--- src/rtl/char_pkg.sv ---
// char_pkg: shared attribute struct, shifter state enum and pixel helper for the character pipeline.
package char_pkg;
  localparam int COLOR_W = 24;
  typedef struct packed {
    logic [COLOR_W-1:0] fg;
    logic [COLOR_W-1:0] bg;
    logic               ul;
    logic               rev;
    logic               blink;
  } char_attr_t;
  typedef enum logic [1:0] {BLANK, SHIFT, HOLD} state_t;
  // Blink blanking hides both glyph and underline; inversion applies afterwards.
  function automatic logic pix_on(input logic b, input logic ul_hit, input logic invert, input logic blank);
    return ((b | ul_hit) & ~blank) ^ invert;
  endfunction
endpackage

--- src/rtl/char_blink_ctr.sv ---
// char_blink_ctr: free-running frame counter driving text blink and cursor blink.
module char_blink_ctr #(
  parameter int pBlinkBits = 5
) (
  input  logic                  dot_clk_i,
  input  logic                  rst_ni,
  input  logic                  frame_i,
  output logic [pBlinkBits-1:0] blink_ctr
);
  always_ff @(posedge dot_clk_i or negedge rst_ni)
    if (!rst_ni) blink_ctr <= '0;
    else if (frame_i) blink_ctr <= blink_ctr + pBlinkBits'(1);
endmodule

--- src/rtl/char_pixel_shifter.sv ---
// char_pixel_shifter: serialises a glyph scanline into coloured pixels, one per dot clock.
// Attributes lag one cell so they line up with the glyph bitmap arriving from char_ram.
module char_pixel_shifter import char_pkg::*; #(
  parameter int pColorBits = 24,
  parameter int pBlinkBits = 5
) (
  input  logic                  dot_clk_i,
  input  logic                  rst_ni,
  input  logic                  ce_i,
  input  logic [63:0]           bmp_i,
  input  logic [5:0]            maxScanpix_i,
  input  logic [5:0]            maxscanline_i,
  input  logic [5:0]            scanline_i,
  input  logic                  de_i,
  input  char_attr_t            attr_i,
  input  logic                  cursor_i,
  input  logic                  frame_i,
  output logic [pColorBits-1:0] rgb_o,
  output logic                  de_o
);
  state_t state, state_n;
  logic [63:0] sr;
  logic [5:0] cnt;
  char_attr_t attr_d, attr_c, pa;
  logic cur_d, cur_c, de_d, pc, bit_n, p, show_pix, de_n;
  logic [pColorBits-1:0] rgb_n;
  logic [pBlinkBits-1:0] blink_ctr;
  logic unused_blink;

  char_blink_ctr #(.pBlinkBits(pBlinkBits)) u_blink (
    .dot_clk_i(dot_clk_i),
    .rst_ni(rst_ni),
    .frame_i(frame_i),
    .blink_ctr(blink_ctr)
  );

  assign unused_blink = ^blink_ctr[pBlinkBits-3:0];

  always_ff @(posedge dot_clk_i or negedge rst_ni)
    if (!rst_ni) state <= BLANK;
    else state <= state_n;

  always_comb
    state_n = ce_i ? (de_d ? SHIFT : BLANK) : (state == SHIFT && cnt == '0) ? HOLD : state;

  // On ce the first pixel comes straight from bmp_i so it appears one cycle later.
  always_comb begin
    pa       = ce_i ? attr_d : attr_c;
    pc       = ce_i ? cur_d : cur_c;
    bit_n    = ce_i ? bmp_i[maxScanpix_i] : sr[cnt - 6'd1];
    p        = pix_on(bit_n, pa.ul & (scanline_i == maxscanline_i),
                      pa.rev ^ (pc & ~blink_ctr[pBlinkBits-2]), pa.blink & blink_ctr[pBlinkBits-1]);
    show_pix = ce_i ? de_d : (state == SHIFT && cnt != '0);
    de_n     = ce_i ? de_d : state != BLANK;
    rgb_n    = show_pix ? (p ? pColorBits'(pa.fg) : pColorBits'(pa.bg)) : de_n ? pColorBits'(pa.bg) : '0;
  end

  always_ff @(posedge dot_clk_i or negedge rst_ni)
    if (!rst_ni) begin
      sr     <= '0;
      cnt    <= '0;
      attr_d <= '0;
      attr_c <= '0;
      cur_d  <= 1'b0;
      cur_c  <= 1'b0;
      de_d   <= 1'b0;
      rgb_o  <= '0;
      de_o   <= 1'b0;
    end else begin
      rgb_o <= rgb_n;
      de_o  <= de_n;
      if (ce_i) begin
        sr     <= bmp_i;
        cnt    <= maxScanpix_i;
        attr_c <= attr_d;
        cur_c  <= cur_d;
        attr_d <= attr_i;
        cur_d  <= cursor_i;
        de_d   <= de_i;
      end else if (state == SHIFT && cnt != '0) cnt <= cnt - 6'd1;
    end
endmodule
--- config.mk ---
export PLATFORM = sky130hd
export DESIGN_NAME = char_pixel_shifter
export DESIGN_NICKNAME = d
export VERILOG_FILES = /design/src/rtl/char_pkg.sv /design/src/rtl/char_blink_ctr.sv /design/src/rtl/char_pixel_shifter.sv
export SDC_FILE = /design/constraint.sdc
export NUM_CORES = 1
export LEC_CHECK = 0
export BUFFER_PORTS_ARGS = -buffer_cell sky130_fd_sc_hd__buf_2
export CORE_ASPECT_RATIO = 1.4
export CORE_MARGIN = 2
export CORE_UTILIZATION = 45
export DETAILED_ROUTE_END_ITERATION = 6
export GPL_ROUTABILITY_DRIVEN = 0
export MAX_ROUTING_LAYER = met4
export PLACE_DENSITY = 0.64
export SLEW_MARGIN = 10
export SYNTH_ARGS = -nofsm -noshare
export SYNTH_HDL_FRONTEND = slang
export SYNTH_SLANG_ARGS = --single-unit
--- constraint.sdc ---
create_clock -name dot_clk_i -period 6.5 [get_ports dot_clk_i]
set_input_delay 0.65 -clock dot_clk_i [delete_from_list [all_inputs] [get_ports dot_clk_i]]
set_output_delay 0.65 -clock dot_clk_i [all_outputs]
set_load 0.005 [all_outputs]
==> run summary <==
### Timing
* **highest attainable clock frequency** 217 MHz
* **time the final worst path needs with I/O delays and setup** 4610 ps
* **Fin Setup TNS** 0 ps
* **fraction of the cycle the final worst path needs** 70.9%
* **slew at the pin with the worst max-slew slack** 1060 ps
* **number of endpoints failing setup at the final stage** 0
* **Final Slew Violations** 0
* **unrepaired setup endpoints after global routing** false
* **Hold Vio Cnt, Final** 0
* **max_slew headroom** 28.9%
* **minimum setup slack in the final design** 1890 ps
* **Layout Skew** 10.6 ps

### Die
* **row count** 64
* **die area** 23,200 sq um
* **Core Box Area** 21,700 sq um
* **Chip Width** 129 microns
* **Starting Density** 45.6%
* **number of top-level design ports** 164
* **die outline height** 179 microns

### Synth
* **number of standard cells after synthesis** 717
* **number of enable flip-flop cells after synthesis** 0
* **register area share after synthesis** 52.4%
* **number of warnings printed during yosys synthesis** 0
* **synthesized net count** 859
* **distinct cell type count after synthesis** 52
* **mean cell area of the mapped netlist** 13.8 sq um
* **fraction of synthesis flops using an asynchronous set or reset pin** 100%
* **complex-gate fraction of the synthesized area** 9.96%
* **xor and xnor area share after synthesis** 1.77%
* **predominant post-synthesis flop cell** sky130_fd_sc_hd__dfrtp_1
* **area fraction in and, or, nand and nor cells after synthesis** 4.09%
* **post-synth design cell area** 9890 sq um
* **share of synthesized cell area in full adder, half adder and majority cells** 0.380%
* **register bit total from synthesis** 207
* **multiplexer area fraction after synthesis** 28.0%
* **combinational family with the most area after synthesis** multiplexers

### Global routing
* **number of global-route vias before repair** 6,681
* **antenna violations before repair** 3
* **GRT Resource Usage Total** 20.2%
* **global-route wire length before repair** 36,100 microns
* **Congestion Overflow GR** 0
* **pin count of the biggest net entering global routing** 107

### Worst setup path
* **CP required** 6870 ps
* **Worst Setup Start Kind** flip-flop
* **most numerous cell on the critical path** sky130_fd_sc_hd__buf_4
* **cell at the slowest stage of the critical path** sky130_fd_sc_hd__ha_1
* **arrival time of the worst setup path** 4980 ps
* **startpoint-to-endpoint class of the critical path** reg -> reg
* **crit-path cells** inv_1 -> ha_1 -> buf_4 -> mux2_1 -> nor3b_1 -> o31ai_1 -> o41a_1 -> a21boi_1 -> o32ai_4 -> buf_4 -> or2_1 -> buf_4 -> o211ai_1
* **slowest cell delay on critical path** 720 ps
* **endpoint kind of the worst setup timing path** flip-flop
* **critical-path maximum fanout** 25

### Clock network
* **level count of the clock H-tree** 1
* **clock tree from TritonCTS** yes
* **sinks on the clock net** 207
* **total CTS buffers** 22
* **Max clock buf depth** 3
* **CTS clock-pin slew for the worst setup and hold paths** 60 ps
* **quantity of hold-fixing buffers added after cts** 0
* **buffers inserted by post-CTS timing repair** 0
* **cell at the root of the clock tree** sky130_fd_sc_hd__clkbuf_16
* **post-CTS sizing** 0
* **Skew-Pair Late Insertion Delay** 510 ps

### Placement
* **HPWL after detailed placement** 15,500 microns
* **dpl ws** 1890 ps
* **count of buffers inserted at the top-level ports** 163
* **Post-Place Cells** 1,131
* **post-place instance area** 10,900 sq um

### Min path
* **path class of the lowest-slack min-delay path** in -> async

### Route
* **wire length reported by the detailed router** 22,400 microns
* **total via count in the routed design** 6,322
* **number of vias per cell after detailed routing** 5.39
* **first-pass iteration count of the detailed router** 6
* **number of nets with antenna violations after routing** 0
* **first-iteration detailed-routing DRC count** 280
* **detailed-route DRC error count** 0
* **average wire per cell in the routed design** 19.1 microns

### Layout
* **layout-stage area growth over the synthesis result** 17.4%
* **number of filler cells placed in the layout** 1,887
* **most frequent standard cell in the layout excluding fill and tap cells** sky130_fd_sc_hd__dfrtp_1
* **commonest cells after routing, fill and taps aside** sky130_fd_sc_hd__dfrtp_1, sky130_fd_sc_hd__mux2_2, sky130_fd_sc_hd__buf_2
* **final instance count without filler cells** 1,172
* **multi-input combinational cell area** 4400 sq um
* **net total in the final layout** 1,000
* **layout cell share with drive strength beyond 1** 49.9%
* **FF+latch area** 5180 sq um
* **post-route standard cell area excluding fillers** 11,600 sq um

### Outcome
* **result of the run** completed

### Pwr
* **P per Cell Area** 322 nW/um^2
* **post-layout total power** 3.74 mW
* **Leakage Power** 5.02 nW
* **maximum VDD drop** 246 uV

### Flow run
* **max-cap viol count** 0

## Yosys cell counts (9+ instances only)
| master | instances | area share (%) |
|---|---|---|
| sky130_fd_sc_hd__dfrtp_1 | 207 | 52 |
| sky130_fd_sc_hd__mux2_2 | 170 | 19 |
| sky130_fd_sc_hd__nand2_1 | 42 | 1.6 |
| sky130_fd_sc_hd__clkbuf_1 | 37 | 1.4 |
| sky130_fd_sc_hd__o21ai_0 | 34 | 1.7 |
| sky130_fd_sc_hd__mux4_2 | 28 | 6.4 |
| sky130_fd_sc_hd__o221ai_1 | 24 | 2.1 |
| sky130_fd_sc_hd__o211ai_2 | 20 | 2.5 |
| sky130_fd_sc_hd__mux2i_1 | 18 | 1.8 |
| sky130_fd_sc_hd__xnor2_1 | 17 | 1.5 |
| sky130_fd_sc_hd__nor2_1 | 13 | 0.49 |
| sky130_fd_sc_hd__nor2b_1 | 9 | 0.57 |
## kinds of logic (layout without fill, tap and decap cells)
group / count (synthesis) / in the layout
compound gates: 118 / 118
xor+xnor: 20 / 20
fa+ha+maj: 3 / 3
buf+inv: 62 / 217
flops: 207 / 207
mux: 220 / 220
other cells: 0 / 3
simple gates: 87 / 87
## through the flow
stage,hold slack [ps],util (%)
3_5_place_dp,486,50.1
5_1_grt,318,53.5
4_1_cts,286,53.5
3_3_place_gp,482,50.1
6_report,239,53.5
2_1_floorplan,354,-
## area by class of cell
cell class              instances  share of cell area, %
multi-input cells             448                   37.8
well taps                     297                   3.20
clock inverters                 7                  0.560
diodes                          3                 0.0646
inverters                       6                  0.194
repair buffers                173                   7.80
clock buffers                  31                   5.73
flip-flops and latches        207                   44.6
## registers in the layout (all words and copies together), names as in the netlist
name / count
state: 2
attr_c: 51
attr_d: 51
de_o: 1
cnt: 6
cur_d: 1
rgb_o: 24
u_blink.blink_ctr: 5
cur_c: 1
sr: 64
de_d: 1
## report_power, final
part	switching (mW)	internal [mW]	total [mW]
registers	0.108	1.49	1.60
logic	0.469	0.421	0.890
clock network	0.506	0.750	1.26
## metal layers
| metal | global-route usage [%] | share of wire, % | routed length [microns] |
|---|---|---|---|
| met1 | 25.9 | 42 | 9450 |
| met2 | 34.2 | 52 | 11600 |
| met5 | - | 0 | 0 |
| met3 | 3.42 | 5.0 | 1130 |
| met4 | 3.65 | 1.1 | 257 |
## worst paths after layout
| check | depth (start not counted) | from | slack (ps) | end |
|---|---|---|---|---|
| setup / recovery | 13 | cnt[1]$_DFFE_PN0P_ | 1890 | rgb_o[23]$_DFF_PN0_ |
| hold / removal | 1 | rst_ni | 240 | sr[19]$_DFFE_PN0P_ |
| hold reg to reg | 1 | attr_c[43]$_DFF_PN0_ | 490 | attr_c[43]$_DFF_PN0_ |
| max in group asynchronous | 2 | rst_ni | 5030 | rgb_o[7]$_DFF_PN0_ |
| min in group dot_clk_i | 2 | attr_i[26] | 380 | attr_d[26]$_DFFE_PN0P_ |
| setup reg to reg | 13 | cnt[1]$_DFFE_PN0P_ | 1890 | rgb_o[23]$_DFF_PN0_ |
## worst max-delay path: cells and delay by family, from the launching register on
kind                       cells  cell delay (ps)
AOI/OAI and AO/OA              5             1020
adders and majority gates      1              720
buffers and inverters          4             1130
DFF                            1              430
muxes                          1              360
and+or+nand+nor                2              810
Note: power is estimated with default switching activity, not from simulation.
